$ cat config.mk
export PLATFORM = sky130hd
export DESIGN_NAME = tbird_lamp_sequencer_flat
export DESIGN_NICKNAME = d
export VERILOG_FILES = /design/src/rtl/tbird_lamp_sequencer_pkg.sv /design/src/rtl/tbird_lamp_sequencer_if.sv /design/src/rtl/tbird_lamp_sequencer_step_timer.sv /design/src/rtl/tbird_lamp_sequencer.sv /design/src/flat_wrapper.sv
export SDC_FILE = /design/constraint.sdc
export NUM_CORES = 1
export LEC_CHECK = 0
export ABC_AREA = 1
export BUFFER_PORTS_ARGS = -buffer_cell sky130_fd_sc_hd__buf_2
export CAP_MARGIN = 20
export CORE_MARGIN = 2
export CORE_UTILIZATION = 37
export CTS_CLUSTER_SIZE = 10
export DETAILED_ROUTE_END_ITERATION = 7
export SLEW_MARGIN = 25
export SYNTH_ARGS = -nofsm -noshare
export SYNTH_HDL_FRONTEND = slang
export SYNTH_HIERARCHICAL = 1
export SYNTH_SLANG_ARGS = --single-unit
$ cat constraint.sdc
create_clock -name clk -period 3.7 [get_ports clk]
set_input_delay 0.555 -clock clk [delete_from_list [all_inputs] [get_ports clk]]
set_output_delay 0.555 -clock clk [all_outputs]
set_load 0.005 [all_outputs]
$ cat src/rtl/tbird_lamp_sequencer_pkg.sv
// Shared types for the Thunderbird tail-lamp sequencer.
//   state_t : sequencer states
//   MODE_*  : encodings reported on the mode output
//   lamps_t : the six lamp drives, left outer..inner then right inner..outer
//   mode_of : maps a state to its mode code
package tbird_pkg;

  typedef enum logic [3:0] {
    IDLE,
    L1,
    L2,
    L3,
    R1,
    R2,
    R3,
    HZ,
    OFF
  } state_t;

  localparam logic [1:0] MODE_IDLE  = 2'd0;
  localparam logic [1:0] MODE_LEFT  = 2'd1;
  localparam logic [1:0] MODE_RIGHT = 2'd2;
  localparam logic [1:0] MODE_HAZ   = 2'd3;

  typedef struct packed {
    logic lc;
    logic lb;
    logic la;
    logic ra;
    logic rb;
    logic rc;
  } lamps_t;

  // OFF is the dark gap between flashes; it belongs to no particular
  // direction, so it reports the idle code like IDLE does.
  function automatic logic [1:0] mode_of(state_t s);
    case (s)
      L1, L2, L3: return MODE_LEFT;
      R1, R2, R3: return MODE_RIGHT;
      HZ:         return MODE_HAZ;
      default:    return MODE_IDLE;
    endcase
  endfunction

endpackage

$ cat src/rtl/tbird_lamp_sequencer_if.sv
// Request/lamp bundle between the switch layer and the lamp sequencer.
//   left, right, hazard, brake : level requests from the switch layer
//   la, lb, lc                 : left lamps, inner to outer
//   ra, rb, rc                 : right lamps, inner to outer
//   busy                       : sequencer not idle
//   mode                       : 0 idle, 1 left, 2 right, 3 hazard
// master = switch layer side, slave = sequencer side.
interface tbird_lamp_sequencer_if;
  import tbird_pkg::*;

  logic       left;
  logic       right;
  logic       hazard;
  logic       brake;
  logic       la;
  logic       lb;
  logic       lc;
  logic       ra;
  logic       rb;
  logic       rc;
  logic       busy;
  logic [1:0] mode;

  modport master (
    output left, right, hazard, brake,
    input  la, lb, lc, ra, rb, rc, busy, mode
  );

  modport slave (
    input  left, right, hazard, brake,
    output la, lb, lc, ra, rb, rc, busy, mode
  );

endinterface

$ cat src/rtl/tbird_lamp_sequencer_step_timer.sv
// Step prescaler: counts 0..TICK_DIV-1 while run is high and flags the last
// count with tick.
//   clk   : clock
//   reset : synchronous active-high reset
//   clear : restart the count at 0 next cycle (state change)
//   run   : count enable; count held at 0 while low
//   tick  : high on the final cycle of a step
module tbird_step_timer #(
  parameter int TICK_DIV = 4
) (
  input  logic clk,
  input  logic reset,
  input  logic clear,
  input  logic run,
  output logic tick
);

  // A one-cycle step still needs a (single, constant-zero) count bit.
  localparam int CW = (TICK_DIV > 1) ? $clog2(TICK_DIV) : 1;
  localparam logic [CW-1:0] LAST = CW'(TICK_DIV - 1);

  logic [CW-1:0] count_reg;

  // With TICK_DIV=1 LAST is 0, so tick stays high for as long as run is.
  assign tick = run && (count_reg == LAST);

  always_ff @(posedge clk) begin
    if (reset || clear || !run || tick) begin
      count_reg <= '0;
    end else begin
      count_reg <= count_reg + 1'b1;
    end
  end

endmodule

$ cat src/rtl/tbird_lamp_sequencer.sv
// Thunderbird tail-lamp sequencer. Arbitrates left/right/hazard requests,
// steps the lamps once every TICK_DIV clocks and overlays the brake lamps.
//   clk   : clock
//   reset : synchronous active-high reset
//   bus   : request inputs and lamp/status outputs (slave side)
module tbird_lamp_sequencer #(
  parameter int TICK_DIV = 4
) (
  input  logic                        clk,
  input  logic                        reset,
  tbird_lamp_sequencer_if.slave       bus
);
  import tbird_pkg::*;

  state_t state_reg;
  state_t state_next;
  state_t req;
  logic   brake_q_reg;
  logic   tick;
  logic   run;
  logic   clear;
  lamps_t lamps;
  logic   left_seq;
  logic   right_seq;

  // Priority decode: hazard, or both turn switches at once, outranks a
  // single direction.
  function automatic state_t decode(logic l, logic r, logic h);
    if (h || (l && r)) return HZ;
    else if (l)        return L1;
    else if (r)        return R1;
    else               return IDLE;
  endfunction

  assign req   = decode(bus.left, bus.right, bus.hazard);
  assign run   = (state_reg != IDLE);
  // Every state change restarts the step so each state lasts a full step.
  assign clear = (state_next != state_reg);

  tbird_step_timer #(
    .TICK_DIV (TICK_DIV)
  ) u_step_timer (
    .clk   (clk),
    .reset (reset),
    .clear (clear),
    .run   (run),
    .tick  (tick)
  );

  always_ff @(posedge clk) begin
    if (reset) begin
      state_reg   <= IDLE;
      brake_q_reg <= 1'b0;
    end else begin
      state_reg   <= state_next;
      brake_q_reg <= bus.brake;
    end
  end

  // Turn sequences only yield to hazard on a step boundary; a dropped
  // turn request never aborts, the sequence runs on through OFF.
  always_comb begin
    state_next = state_reg;
    case (state_reg)
      IDLE: state_next = req;
      L1:   if (tick) state_next = (req == HZ) ? HZ : L2;
      L2:   if (tick) state_next = (req == HZ) ? HZ : L3;
      L3:   if (tick) state_next = (req == HZ) ? HZ : OFF;
      R1:   if (tick) state_next = (req == HZ) ? HZ : R2;
      R2:   if (tick) state_next = (req == HZ) ? HZ : R3;
      R3:   if (tick) state_next = (req == HZ) ? HZ : OFF;
      HZ:   if (tick) state_next = OFF;
      OFF:  if (tick) state_next = req;
      default: state_next = IDLE;
    endcase
  end

  assign left_seq  = (state_reg == L1) || (state_reg == L2) || (state_reg == L3);
  assign right_seq = (state_reg == R1) || (state_reg == R2) || (state_reg == R3);

  always_comb begin
    lamps = '0;
    case (state_reg)
      L1: lamps.la = 1'b1;
      L2: begin lamps.la = 1'b1; lamps.lb = 1'b1; end
      L3: begin lamps.la = 1'b1; lamps.lb = 1'b1; lamps.lc = 1'b1; end
      R1: lamps.ra = 1'b1;
      R2: begin lamps.ra = 1'b1; lamps.rb = 1'b1; end
      R3: begin lamps.ra = 1'b1; lamps.rb = 1'b1; lamps.rc = 1'b1; end
      HZ: lamps = '1;
      default: lamps = '0;
    endcase
    // Brake lights whichever side is not busy signalling a turn.
    if (brake_q_reg && (state_reg != HZ)) begin
      if (!left_seq) begin
        lamps.la = 1'b1;
        lamps.lb = 1'b1;
        lamps.lc = 1'b1;
      end
      if (!right_seq) begin
        lamps.ra = 1'b1;
        lamps.rb = 1'b1;
        lamps.rc = 1'b1;
      end
    end
  end

  assign bus.la   = lamps.la;
  assign bus.lb   = lamps.lb;
  assign bus.lc   = lamps.lc;
  assign bus.ra   = lamps.ra;
  assign bus.rb   = lamps.rb;
  assign bus.rc   = lamps.rc;
  assign bus.busy = run;
  assign bus.mode = mode_of(state_reg);

endmodule

$ cat src/flat_wrapper.sv
// flat-port wrapper written by rule: the top's interface ports become plain ports
module tbird_lamp_sequencer_flat import tbird_pkg::*;
#(
  parameter int TICK_DIV = 4
)
  (clk, reset, bus_left, bus_right, bus_hazard, bus_brake, bus_la, bus_lb, bus_lc, bus_ra, bus_rb, bus_rc, bus_busy, bus_mode);
  tbird_lamp_sequencer_if bus_i ();
  input  logic clk;
  input  logic reset;
  input wire logic [$bits(bus_i.left)-1:0] bus_left;
  input wire logic [$bits(bus_i.right)-1:0] bus_right;
  input wire logic [$bits(bus_i.hazard)-1:0] bus_hazard;
  input wire logic [$bits(bus_i.brake)-1:0] bus_brake;
  output wire logic [$bits(bus_i.la)-1:0] bus_la;
  output wire logic [$bits(bus_i.lb)-1:0] bus_lb;
  output wire logic [$bits(bus_i.lc)-1:0] bus_lc;
  output wire logic [$bits(bus_i.ra)-1:0] bus_ra;
  output wire logic [$bits(bus_i.rb)-1:0] bus_rb;
  output wire logic [$bits(bus_i.rc)-1:0] bus_rc;
  output wire logic [$bits(bus_i.busy)-1:0] bus_busy;
  output wire logic [$bits(bus_i.mode)-1:0] bus_mode;
  assign bus_i.left = bus_left;
  assign bus_i.right = bus_right;
  assign bus_i.hazard = bus_hazard;
  assign bus_i.brake = bus_brake;
  assign bus_la = bus_i.la;
  assign bus_lb = bus_i.lb;
  assign bus_lc = bus_i.lc;
  assign bus_ra = bus_i.ra;
  assign bus_rb = bus_i.rb;
  assign bus_rc = bus_i.rc;
  assign bus_busy = bus_i.busy;
  assign bus_mode = bus_i.mode;
  tbird_lamp_sequencer #(.TICK_DIV(TICK_DIV)) u_core (.clk(clk), .reset(reset), .bus(bus_i));
endmodule
### Yosys cells after proc, flatten, opt, wreduce, memory -nomap -nowiden

Index checks and enable logic that the tools add are counted.

* logic and storage cells: 65
* register bits after elaboration: 7
* memory bits (read-only): 0
* memories: 0
* memory bits (writable): 0
* bits in latches: 0

* add/subtract/negate cells: 1
* shifts and indexed selects: 0
* bitwise gates (word level): 0
* order comparisons: 0
* equal/unequal tests: 12
* reductions and logical operators: 23
* multiply operators: 0
* mux-type cells: 26
* div/mod/pow operators: 0

Operator list (number)
* $mux 4: 10
* $pmux 4 s8: 1
* $eq 4x3->1 const B: 5
* $mux 3: 5
* $reduce_or 3->1: 4
* $eq 4x2->1 const B: 2
* $logic_or 1x1->1: 8
* $reduce_or 4->1: 2
* $mux 1: 7
* $mux 6: 1
* $pmux 2 s3: 1
* $reduce_or 2->1: 3
* $eq 4x1->1 const B: 1
* $eq 4x4->1 const B: 1
* $logic_not 4->1: 1
* $ne 4x3->1 const B: 1
* $ne 4x4->1: 1
* $reduce_bool 4->1: 1
* $logic_and 1x1->1: 3
* $add 2x1->2 const B: 1
* $eq 2x2->1 const B: 1
* $mux 2: 1
* $logic_not 1->1: 1

### Longest topological paths before layout

* depth after elaboration: 11
* mapped depth: 18
* depth with buffers taken out: 17

### Modules after synthesis

Netlist, hierarchy kept.

By module, submodules not included
* tbird_lamp_sequencer: seq. area each 100.1 sq um, area each 618.1 sq um, times used 1, cells each 124
* tbird_step_timer: seq. area each 40.0 sq um, area each 86.3 sq um, times used 1, cells each 12

### Worst setup path before layout

No wires, ideal clock.

* path type: register to register
* from: register u_core.state_reg[3]
* to: register u_core.u_step_timer.count_reg[0]
* data arrival time: 1807 ps
* path buffers: 1
* required time: 3636 ps
* clock period less this slack: 1871 ps
* cell stages (with the launch flop): 19
* setup slack: 1829 ps
* path through: dfxtp_1 nor2_2 nand2_1 nand2_1 inv_1 clkbuf_2 inv_2 nand2_1 nand2_1 inv_1 nand2_1 nand3_1 nand2_1 nand2_1 nor2_1 nand3_1 nor2_1 nand2_1 nor2_1

* longest elaborated chain between the ends: 8
* elaborated cells between the ends (all ways): 25

Ends and longest elaborated chain
* start, declared: line tbird_lamp_sequencer.sv:15 `state_t state_reg;`
* start signal, assigned: line tbird_lamp_sequencer.sv:55 `state_reg <= state_next;`
* $reduce_bool 4->1 *: line tbird_lamp_sequencer.sv:36 `assign run = (state_reg != IDLE);`
* net bus_busy: line flat_wrapper.sv:20 `output wire logic [$bits(bus_i.busy)-1:0] bus_busy;`
* $logic_and 1x1->1 *: line tbird_lamp_sequencer_step_timer.sv:25 `assign tick = run && (count_reg == LAST);`
* net u_core.tick: line tbird_lamp_sequencer.sv:19 `logic tick;`
* $mux 4, or another cell as far along: line tbird_lamp_sequencer.sv:73 `OFF: if (tick) state_next = req;`
* $pmux 4 s8 *: line tbird_lamp_sequencer.sv:64 `case (state_reg)`
* $ne 4x4->1 *: line tbird_lamp_sequencer.sv:38 `assign clear = (state_next != state_reg);`
* net u_core.clear: line tbird_lamp_sequencer.sv:21 `logic clear;`
* $logic_or 1x1->1 * (3 in a row): line tbird_lamp_sequencer_step_timer.sv:28 `if (reset || clear || !run || tick) begin`
* end signal, assigned: line tbird_lamp_sequencer_step_timer.sv:31 `count_reg <= count_reg + 1'b1;`
* end, declared: line tbird_lamp_sequencer_step_timer.sv:22 `logic [CW-1:0] count_reg;`

The timed path passes the listed nets; every way through them passes the cells marked *.
A chain may end at the register's enable or synchronous reset.

### Worst setup path in the final report

* from: register u_core.state_reg[3]
* to: register u_core.u_step_timer.count_reg[0]

* longest elaborated chain between the ends: 8
* elaborated cells between the ends (all ways): 25

Ends and longest elaborated chain (line)
* $reduce_bool 4->1 *: tbird_lamp_sequencer.sv:36
* $logic_and 1x1->1 *: tbird_lamp_sequencer_step_timer.sv:25
* net u_core.tick: tbird_lamp_sequencer.sv:19
* $mux 4, or another cell as far along: tbird_lamp_sequencer.sv:73
* $pmux 4 s8 *: tbird_lamp_sequencer.sv:64
* $ne 4x4->1 *: tbird_lamp_sequencer.sv:38
* net u_core.clear: tbird_lamp_sequencer.sv:21
* $logic_or 1x1->1 * (3 in a row): tbird_lamp_sequencer_step_timer.sv:28

Marks and branches as above.

==> impl_metrics.env <==
export IMPL_die_h_um=47.64
export IMPL_least_margin_pin_slew_ps=316.2
export IMPL_initial_antenna_violation_count=0
export IMPL_n_fill_cell=228
export IMPL_grt_first_pass_wirelength_um=2877
export IMPL_htree_num_levels=1
export IMPL_fin_crit_ps=2223
export IMPL_power_leakage_uw=0.0005429
export IMPL_critPathCaptureType="flip-flop"
export IMPL_drt_antenna_violating_nets=0
export IMPL_post_cts_setup_buffers=0
export IMPL_largest_net_degree_at_the_start_of_global_routing=10
export IMPL_netlist_instances=136
export IMPL_tritoncts_num_buffers=3
export IMPL_start_kind="flip-flop"
export IMPL_worst_case_headroom_to_the_max_slew_limit_pct=78.90
export IMPL_timing_final_hold_violations=0
export IMPL_worstPathArrival_ps=2400
export IMPL_grt_setup_unrepaired="no"
export IMPL_total_power_uw=623.3
export IMPL_final_skew_ps=0.8655
export IMPL_critPathKind="reg2reg"
export IMPL_clk_latency_ps=240
export IMPL_globalRouteTotalUtil_pct=18.11
export IMPL_top_level_ports=15
export IMPL_gp_congestion=0.9259
export IMPL_cts_root_to_sink_buffers=2
export IMPL_max_cap_violations=0
export IMPL_vias_after_detailed_routing=834
export IMPL_starting_density_of_the_core_pct=39.93
export IMPL_whs_ps=428.1
export IMPL_area_growth_pct=17.41
export IMPL_finalWirelength_um=1795
export IMPL_cts_sinks=7
export IMPL_drt_drc_violations_left=0
export IMPL_dpl_instance_area_um2=800.8
export IMPL_die_width_um=47.64
export IMPL_iteration_0_drc_count_of_the_detailed_router=34
export IMPL_synth_area_leaders="nand2_1 31%, dfxtp_1 20%, inv_1 12%"
export IMPL_critical_path_max_stage_delay_ps=370
export IMPL_synth_seq_area_share_pct=19.89
export IMPL_half_perimeter_wire_length_of_the_detailed_placement_result_um=1443
export IMPL_floorplan_rows=15
export IMPL_worst_path_max_delay_cell="dfxtp_1"
export IMPL_layout_cells_most_common_list="58 x nand2_1, 23 x inv_1, 14 x buf_2"
export IMPL_hold_path_class="reg2reg"
export IMPL_fin_crit_sh_pct=60.07
export IMPL_clkSlewWorstSetupHoldPaths_ps=50
export IMPL_status="completed"
export IMPL_worst_ep_required_time_ps=3880
export IMPL_portBuffers=14
export IMPL_cp_common_cell="nand2_1"
export IMPL_ys_ff_latch=7
export IMPL_ir_worst_vdd_v=0.0003387
export IMPL_largest_register_ff_count=4
export IMPL_diodes=0
export IMPL_most_frequent_standard_cell_in_the_layout_excluding_fill_and_tap_cells="nand2_1"
export IMPL_synth_area_um2=704.4
export IMPL_cts_root_buffer="clkbuf_4"
export IMPL_crit_chain="nor2_2 -> nand2_1 -> nand2_1 -> inv_1 -> inv_2 -> nand2_1 -> nand2_1 -> nor2_1 -> nor2_1 -> nand4_1 -> nand2_1 -> nand3_1 -> nor2_1 -> nand2_1 -> nor2_1"
export IMPL_floorplan_core_area_um2=1764
export IMPL_drive_above_1_share_pct=18.30
export IMPL_avgRoutedWirePerCell_um=10.08
export IMPL_detail_route_first_pass_iterations=4
export IMPL_synth_lib_cells_used_distinct=20
export IMPL_grt_residual_overflow=0
export IMPL_power_per_cell_area_nw_per_um2=753.6
export IMPL_layout_cell_area_non_filler_um2=827.0
export IMPL_worstPathMaxFanout=8
export IMPL_synth_top_cell_area_share_pct=30.91
export IMPL_fmax_mhz=449.9
export IMPL_syn_nets=143
export IMPL_fp_dieArea_um2=2269
export IMPL_finalWorstSetupSlack_ps=1477
export IMPL_post_cts_resize_count=0
export IMPL_vias_in_the_first_global_route=718
export IMPL_synth_area_leader_cell="nand2_1"
export IMPL_cts_hold_buffers_added=0
export IMPL_postSynthAreaPerCell_um2=5.180
export IMPL_drt_vias_per_instance=4.685
export IMPL_pre_cts_ws_ps=1523
export IMPL_setup_tns_ps=0
export IMPL_layout_nets=161
export IMPL_report_final_slew_viol_count=0
export IMPL_yosys_warnings=6
export IMPL_tritoncts="done"
export IMPL_finalSetupViolations=0
-- logic make-up (layout without fill, tap and decap cells) --
family | after synthesis | after routing | share of synthesized area [%]
simple gates | 92 | 92 | 55.95
buf+inv | 27 | 44 | 14.56
compound gates | 9 | 9 | 7.816
flops | 7 | 7 | 19.89
fa+ha+maj | 1 | 1 | 1.776
-- cell usage after synthesis --
master / number
o221ai_1: 1
nand4_1: 3
nor2_2: 5
o21ai_0: 2
ha_1: 1
a31oi_1: 1
o21a_1: 1
nand2_1: 58
o21bai_1: 1
a21oi_1: 2
o21ai_1: 1
nand2_2: 1
inv_2: 3
inv_1: 23
nor2_1: 13
dfxtp_1: 7
nand3_1: 10
clkbuf_2: 1
nor2_4: 1
nand3_2: 1
-- cell type report --
type	instances	area (um2)	area share, %
Multi-Input combinational cell	102	461.7	55.82
Tap cell	25	31.28	3.782
Clock buffer	4	26.28	3.177
Sequential cell	7	140.1	16.94
Inverter	26	97.59	11.80
Timing Repair Buffer	14	70.07	8.472
-- worst max-delay path: cells and delay by family, from the launching register on --
family	cells	cell delay (ps)
and+or+nand+nor	13	1490
buffers and inverters	2	270
DFF	1	370
-- final timing paths --
path	from	endpoint	slack, ps	cells past startpoint
worst min register to register	u_core/u_step_timer/count_reg[0]$_SDFF_PP0_	u_core/u_step_timer/count_reg[0]$_SDFF_PP0_	430	1
worst min-delay path	u_core/u_step_timer/count_reg[0]$_SDFF_PP0_	u_core/u_step_timer/count_reg[0]$_SDFF_PP0_	430	1
worst max register to register	u_core/state_reg[3]$_SDFF_PP0_	u_core/u_step_timer/count_reg[0]$_SDFF_PP0_	1480	15
worst max-delay path	u_core/state_reg[3]$_SDFF_PP0_	u_core/u_step_timer/count_reg[0]$_SDFF_PP0_	1480	15
-- routing by layer --
layer / wire [um] / global-route usage, % / vias up
met3: 121 / 2.264 / 2
met4: 10 / 10.81 / 0
met1: 832 / 22.35 / 346
li1: - / - / 450
met5: 0 / 0 / -
met2: 830 / 30.00 / 36
-- through the flow --
| step | util (%) | instances |
|---|---|---|
| global placement | 45.39 | 174 |
| global route | 46.88 | 178 |
| floorplan | - | 136 |
| detailed placement | 45.39 | 174 |
| finish | 46.88 | 178 |
| CTS | 46.88 | 178 |
-- where the power goes --
group	total (uW)	internal [uW]	switching, uW
clock network	64.7	40.9	23.9
logic	435	160	276
registers	123	95.6	27.5
No activity file was read; power rests on OpenSTA's default activity.
